--- src/rtl/ula_seq.sv ---
// ============================================================================
// ula_seq : registered ALU with an iterative shift-add unsigned multiply
// Rev 1.0 : initial release
// ============================================================================
`default_nettype none

module ula_seq #(
  parameter int WIDTH = 32,
  parameter int CNT_W = $clog2(WIDTH + 1)
) (
  input  logic             clk,
  input  logic             rst_n,
  input  logic             start,
  input  logic [2:0]       sel,
  input  logic [WIDTH-1:0] a,
  input  logic [WIDTH-1:0] b,
  output logic             busy,
  output logic             done,
  output logic [WIDTH-1:0] s,
  output logic             fov,
  output logic             fz,
  output logic             fn
);

  localparam int              c_msb  = WIDTH - 1;
  localparam logic [CNT_W-1:0] c_last = CNT_W'(WIDTH - 1);

  typedef enum logic [0:0] {
    S_IDLE = 1'b0,
    S_MUL  = 1'b1
  } state_t;

  state_t                 r_state;
  state_t                 w_state_next;
  logic [2*WIDTH-1:0]     r_mcand;
  logic [2*WIDTH-1:0]     r_prod;
  logic [WIDTH-1:0]       r_mplier;
  logic [CNT_W-1:0]       r_cnt;
  logic [WIDTH-1:0]       r_s;
  logic                   r_fov;
  logic                   r_fz;
  logic                   r_fn;
  logic                   r_done;

  logic                   w_load;
  logic                   w_mul_go;
  logic [WIDTH-1:0]       w_res;
  logic                   w_res_ov;
  logic [2*WIDTH-1:0]     w_prod_next;
  logic [WIDTH-1:0]       w_sum;
  logic [WIDTH-1:0]       w_diff;
  logic                   w_add_ov;
  logic                   w_sub_ov;

  assign w_sum       = a + b;
  assign w_diff      = a - b;
  assign w_add_ov    = (a[c_msb] == b[c_msb]) && (w_sum[c_msb]  != a[c_msb]);
  assign w_sub_ov    = (a[c_msb] != b[c_msb]) && (w_diff[c_msb] != a[c_msb]);
  assign w_prod_next = r_prod + (r_mplier[0] ? r_mcand : '0);

  always_ff @(posedge clk or negedge rst_n) begin
    if (!rst_n) begin
      r_state <= S_IDLE;
    end else begin
      r_state <= w_state_next;
    end
  end

  always_comb begin
    w_state_next = r_state;
    w_load       = 1'b0;
    w_mul_go     = 1'b0;
    w_res        = '0;
    w_res_ov     = 1'b0;
    case (r_state)
      S_IDLE: begin
        if (start) begin
          if (sel == 3'b011) begin
            w_state_next = S_MUL;
            w_mul_go     = 1'b1;
          end else begin
            w_load = 1'b1;
            case (sel)
              3'b000:  w_res = a & b;
              3'b001:  w_res = a | b;
              3'b010:  begin w_res = w_sum;  w_res_ov = w_add_ov; end
              3'b110:  begin w_res = w_diff; w_res_ov = w_sub_ov; end
              3'b100:  w_res = a & ~b;
              3'b101:  w_res = a | ~b;
              // Sign of the difference corrected by overflow gives a true signed compare
              3'b111:  w_res = {{(WIDTH-1){1'b0}}, w_diff[c_msb] ^ w_sub_ov};
              default: w_res = '0;
            endcase
          end
        end
      end
      S_MUL: begin
        if (r_cnt == c_last) begin
          w_state_next = S_IDLE;
          w_load       = 1'b1;
          w_res        = w_prod_next[WIDTH-1:0];
          w_res_ov     = |w_prod_next[2*WIDTH-1:WIDTH];
        end
      end
      default: w_state_next = S_IDLE;
    endcase
  end

  always_ff @(posedge clk or negedge rst_n) begin
    if (!rst_n) begin
      r_mcand  <= '0;
      r_prod   <= '0;
      r_mplier <= '0;
      r_cnt    <= '0;
      r_s      <= '0;
      r_fov    <= 1'b0;
      r_fz     <= 1'b0;
      r_fn     <= 1'b0;
      r_done   <= 1'b0;
    end else begin
      r_done <= w_load;
      if (w_load) begin
        r_s   <= w_res;
        r_fov <= w_res_ov;
        r_fz  <= (w_res == '0);
        r_fn  <= w_res[c_msb];
      end
      if (w_mul_go) begin
        r_mcand  <= {{WIDTH{1'b0}}, a};
        r_mplier <= b;
        r_prod   <= '0;
        r_cnt    <= '0;
      end else if (r_state == S_MUL) begin
        // One multiplier bit per cycle, LSB first
        r_prod   <= w_prod_next;
        r_mcand  <= r_mcand << 1;
        r_mplier <= r_mplier >> 1;
        r_cnt    <= r_cnt + CNT_W'(1);
      end
    end
  end

  assign busy = (r_state == S_MUL);
  assign done = r_done;
  assign s    = r_s;
  assign fov  = r_fov;
  assign fz   = r_fz;
  assign fn   = r_fn;

endmodule

`default_nettype wire

--- config.mk ---
export PLATFORM = sky130hd
export DESIGN_NAME = ula_seq
export DESIGN_NICKNAME = d
export VERILOG_FILES = /design/src/rtl/ula_seq.sv
export SDC_FILE = /design/constraint.sdc
export NUM_CORES = 1
export LEC_CHECK = 0
export BUFFER_PORTS_ARGS = -buffer_cell sky130_fd_sc_hd__buf_2
export CORE_AREA = 4 4 189 191
export CTS_CLUSTER_SIZE = 8
export DETAILED_ROUTE_END_ITERATION = 8
export DIE_AREA = 0 0 193 195
export PLACE_DENSITY = 0.67
export SYNTH_ARGS = -nofsm -noshare
export SYNTH_HDL_FRONTEND = slang
export SYNTH_SLANG_ARGS = --single-unit
--- constraint.sdc ---
create_clock -name clk -period 9.7 [get_ports clk]
set_clock_uncertainty 0.2 [all_clocks]
set_input_delay 0 -clock clk [delete_from_list [all_inputs] [get_ports clk]]
set_output_delay 0 -clock clk [all_outputs]
set_load 0.02 [all_outputs]
After elaboration in Yosys (flattened, before gate mapping)

Cells that the tools add are included.

Flip-flop bits (word level): 203
Input bits: 70
Output and inout port bits: 37

Add/sub/neg operators: 4
Equality and inequality tests: 12
Mux-type cells: 28
Bitwise operators: 7
Reductions and logical operators: 6

Operators by type and width:

| kind                  | number |
|---|---|
| $mux W64              | 5 |
| $pmux W32 S7          | 1 |
| $mux W32              | 5 |
| $add A64 B64 Y64      | 1 |
| $and A32 B32 Y32      | 2 |
| $or A32 B32 Y32       | 2 |
| $pmux W32 S2          | 1 |
| $add A32 B32 Y32      | 1 |
| $logic_not A32 Y1     | 1 |
| $not A32 Y32          | 1 |
| $reduce_or A32 Y1     | 1 |
| $sub A32 B32 Y32      | 1 |
| $eq A3 B3 Y1 const B  | 4 |
| $mux W6               | 2 |
| $mux W1               | 10 |
| $pmux W1 S2           | 4 |
| $add A6 B1 Y6 const B | 1 |
| $eq A3 B2 Y1 const B  | 2 |
| $eq A6 B5 Y1 const B  | 1 |
| $eq A3 B1 Y1 const B  | 1 |
| $logic_not A3 Y1      | 1 |
| $ne A1 B1 Y1          | 3 |
| $logic_and A1 B1 Y1   | 2 |
| $reduce_bool A2 Y1    | 1 |
| 3 further kinds       | 3 |

Logic depth before layout (Yosys ltp)

Depth in word-level cells: 9
Depth in mapped cells: 26

Worst setup path after synthesis

Ideal clock, no wire load.

Path kind: input -> register
Start: input b[5]
End: register r_fz (netlist: fz)
Library setup time: 0.068 ns
Data arrival time: 4.433 ns
Required time: 9.432 ns
Path slack: 5.000 ns
Stages: 26
Path buffers: 1
Path through: inv_1 > ha_1 > buf_2 > nand3_1 > a211oi_1 > o21ai_0 > o21ai_0 > a21oi_1 > o21ai_0 > a21oi_1 > nor2b_1 > o21ai_0 > nand2b_1 > a21oi_1 > fa_1 > nand3_1 > o211ai_1 > o211ai_1 > o21ai_0 > or3_1 > or3_1 > nor4_1 > nand3_1 > or4_1 > nor4_1 > a32o_1

Longest elaborated chain between the ends: 9
Elaborated cells between the ends (all ways): 15

Ends and longest elaborated chain:

| element                | RTL line | source |
|---|---|---|
| start: declaration     | 16       | `input logic [WIDTH-1:0] b,` |
| $sub A32 B32 Y32       | 56       | `assign w_diff = a - b;` |
| $ne A1 B1 Y1           | 58       | `assign w_sub_ov = (a[c_msb] != b[c_msb]) && (w_diff[c_msb] != a[c_msb]);` |
| $logic_and A1 B1 Y1    | 58       |  |
| $xor A1 B1 Y1          | 91       | `3'b111: w_res = {{(WIDTH-1){1'b0}}, w_diff[c_msb] ^ w_sub_ov};` |
| $pmux W32 S7 (*)       | 83       | `case (sel)` |
| $mux W32 (*)           | 78       | `if (sel == 3'b011) begin` |
| $mux W32 (*)           | 77       | `if (start) begin` |
| $pmux W32 S2 (*)       | 75       | `case (r_state)` |
| $logic_not A32 Y1 (*)  | 125      | `r_fz <= (w_res == '0);` |
| end signal: assignment | 125      |  |
| end: declaration       | 41       | `logic r_fz;` |

Every way passes the cells marked *; elsewhere a longest branch is shown, timed or not.
A chain may end at the register's enable or synchronous reset.

Final worst setup path

Ends and elaborated chain as after synthesis.

==> flow_summary.json <==
{
  "status": "finished, final reports clean",
  "setup_violations": 0,
  "cp-end-kind": "flop",
  "ys_seq_area_share_pct": 29.9,
  "rsz0062_at_grt": "no",
  "avgSynthCellArea_um2": 8.25,
  "power.share.combinational_pct": 44.8,
  "postRouteAntennaNets": 0,
  "ir_drop_mv": 0.157,
  "min_path_type": "in2reg",
  "synth_edf_count": 0,
  "hold_depth": 4,
  "worst_setup_path_start_kind": "input port",
  "grt_pass1_vias": 16492,
  "ctsRootBufferMaster": "clkbuf_16",
  "core_um2": 34100,
  "utilization_pct": 56.0,
  "drive_gt1_share_pct": 8.14,
  "fmax_mhz": 164,
  "yosys.cell_types.count": 87,
  "pwr_density_cell_nw_per_um2": 219,
  "final_common_cell": "dfrtp_1",
  "final_nets": 2347,
  "clk_latency_ns": 0.58,
  "required_ns": 10.00,
  "clkPwrFrac_pct": 21.5,
  "drv_cap": 0,
  "p_leak_nw": 9.05,
  "path_clk_slew_ns": 0.05,
  "yosysWarnings": 0,
  "p_int_mw": 2.40,
  "wl_um": 56300,
  "syn_nets": 2249,
  "min_period_over_period_pct": 62.7,
  "cts.repair.resized": 0,
  "grt_max_degree": 83,
  "crit_cells": 27,
  "p_switching_mw": 1.80,
  "arrival_ns": 6.38,
  "crit_path_top_delay_cell": "o21ai_0",
  "overflow": 0,
  "die_height_um": 195,
  "netlist_instances": 2049,
  "io_buffers": 106,
  "wl_per_cell_um": 21.6,
  "worst_r2r_path_depth": 16,
  "crit_path_frequent_cell": "o21ai_0",
  "worst-path-buf-inv": 3,
  "fin_crit_ns": 6.08,
  "cts_made_buffers": 29,
  "cp_max_fo": 10,
  "synth_ff_type": "dfrtp_1",
  "vias": 16742,
  "start_util_pct": 49.6,
  "seqPwrFrac_pct": 33.7,
  "top_layer": "met4",
  "fin_hold_ws_ns": 0.0428,
  "ys_async_sr_fraction_pct": 100,
  "area_growth_pct": 13.0,
  "core.rowCount": 68,
  "swShare_pct": 42.9,
  "dieArea_um2": 37600,
  "syn_area_um2": 16900,
  "place_congestion": 0.999,
  "max_stage_delay_ns": 0.62,
  "drc": 0,
  "via_per_inst": 6.42,
  "wl_met3_um": 3730,
  "io_pins": 107,
  "path_delay_family": "compound AO/OA/AOI/OAI gates",
  "grt_util_all_layers_pct": 29.4,
  "hold_viol": 0,
  "die_w_um": 193,
  "clock_path_buffers": 3,
  "cts_tree": "done",
  "dp.final_hpwl_um": 41800,
  "relSlewSlack_pct": 24.3,
  "clock_sink_count": 202,
  "h-tree-depth": 1,
  "antenna_found_initial": 3,
  "dr.pass1.iters": 9,
  "met2WireLength_um": 26100,
  "synth.ff_latch_count": 202,
  "path_class": "in2reg",
  "setup_tns_ns": 0,
  "grt_pass1_wl_um": 89900,
  "met1_length_um": 23700,
  "slew_violations": 0,
  "worst_pin_slew_ns": 1.13,
  "final_cell_mix": "dfrtp_1 (201), a21oi_1 (196), nand2_1 (180)",
  "drt-initial-drc-count": 1618
}
Yosys cell counts (all sizes together) (28+ instances only):
cell type | number | area share [%]
a211oi | 30 | 1.4
a21o | 42 | 1.9
a21oi | 197 | 5.8
a222oi | 62 | 3.7
a22o | 88 | 4.6
and2 | 68 | 2.5
buf | 28 | 0.84
clkbuf | 96 | 2.2
dfrtp | 202 | 30
ha | 126 | 9.3
inv | 133 | 3.0
nand2 | 180 | 4.0
nand3 | 32 | 0.95
nand4 | 31 | 1.1
nor2 | 139 | 3.1
nor3 | 40 | 1.2
o21ai | 128 | 3.8
xnor2 | 63 | 3.3
xor2 | 47 | 2.4
path summary, 6_finish.rpt:
check,from,slack (ns),to
worst max-delay path,b[5],3.62,fz
worst min-delay path,b[5],0.04,r_mplier[5]
worst max register to register,r_mplier[0],4.47,fz
worst min register to register,s[23],0.27,s[23]
max in group asynchronous,rst_n,8.03,busy
min in group asynchronous,rst_n,0.39,r_mcand[55]
worst register-to-register path, stage by stage (launching register included):
cell,delay (ns)
dfrtp_1,0.38
buf_4,0.29
and2_1,0.22
ha_1,0.21
fa_1,0.45
a211oi_1,0.32
nor4_1,0.11
a211o_1,0.30
and4b_1,0.22
nor2_1,0.45
xnor2_1,0.22
a22oi_1,0.43
and4_1,0.30
o311ai_1,0.10
or4_1,0.48
nor4_1,0.28
a32o_1,0.20
what timing repair did:
action | 4_1_cts | 5_1_grt
setup endpoints to repair | 0 | 0
hold buffers | 74 | 0
buffers inserted | 0 | 0
endpoints found under the hold margin | 279 | 0
power by group through the flow:
stage	Clock [mW]	Combinational (mW)	Sequential [mW]
6_report	0.903	1.88	1.41
5_1_grt	0.959	2.05	1.44
2_1_floorplan	0	1.28	1.40
3_3_place_gp	0	1.79	1.41
3_5_place_dp	0	1.83	1.41
4_1_cts	0.925	1.86	1.41
area by class of cell:
| cell class | count | area (um2) |
|---|---|---|
| flip-flops and latches | 202 | 5060 |
| diodes | 2 | 5.00 |
| well taps | 455 | 569 |
| multi-input cells | 1586 | 10800 |
| fillers | 3117 | 15000 |
| clock buffers | 35 | 758 |
| repair buffers | 193 | 1400 |
| inverters | 135 | 507 |
flip-flops by register name, summed over array words and instances (netlist names):
signal    cells
busy          1
done          1
fov           1
fz            1
r_cnt         6
r_mcand      64
r_mplier     32
r_prod       64
s            32
cells by family after synthesis:
logic type      count (synthesis)  synth area share (%)
flops                         202                  29.9
compound gates                733                  30.1
buf+inv                       261                  6.24
mux                             7                 0.422
fa+ha+maj                     144                  10.6
xor+xnor                      110                  5.70
simple gates                  592                  17.0
layer usage:
layer / vias up / track usage, %
met2: 679 / 47.4
met3: 151 / 4.25
met1: 8116 / 39.8
li1: 7796 / -
met5: - / 0
met4: 0 / 11.8
stage by stage:
stage | cells | setup slack [ns] | power, mW | cell area (um2)
floorplan | 2049 | 5.00 | 2.68 | 16900
global placement | 2497 | 3.86 | 3.20 | 17600
detailed placement | 2497 | 3.74 | 3.24 | 17600
CTS | 2606 | 3.77 | 4.19 | 19100
global route | 2606 | 3.34 | 4.46 | 19100
finish | 2608 | 3.62 | 4.20 | 19100
(Power assumes the default switching activity.)
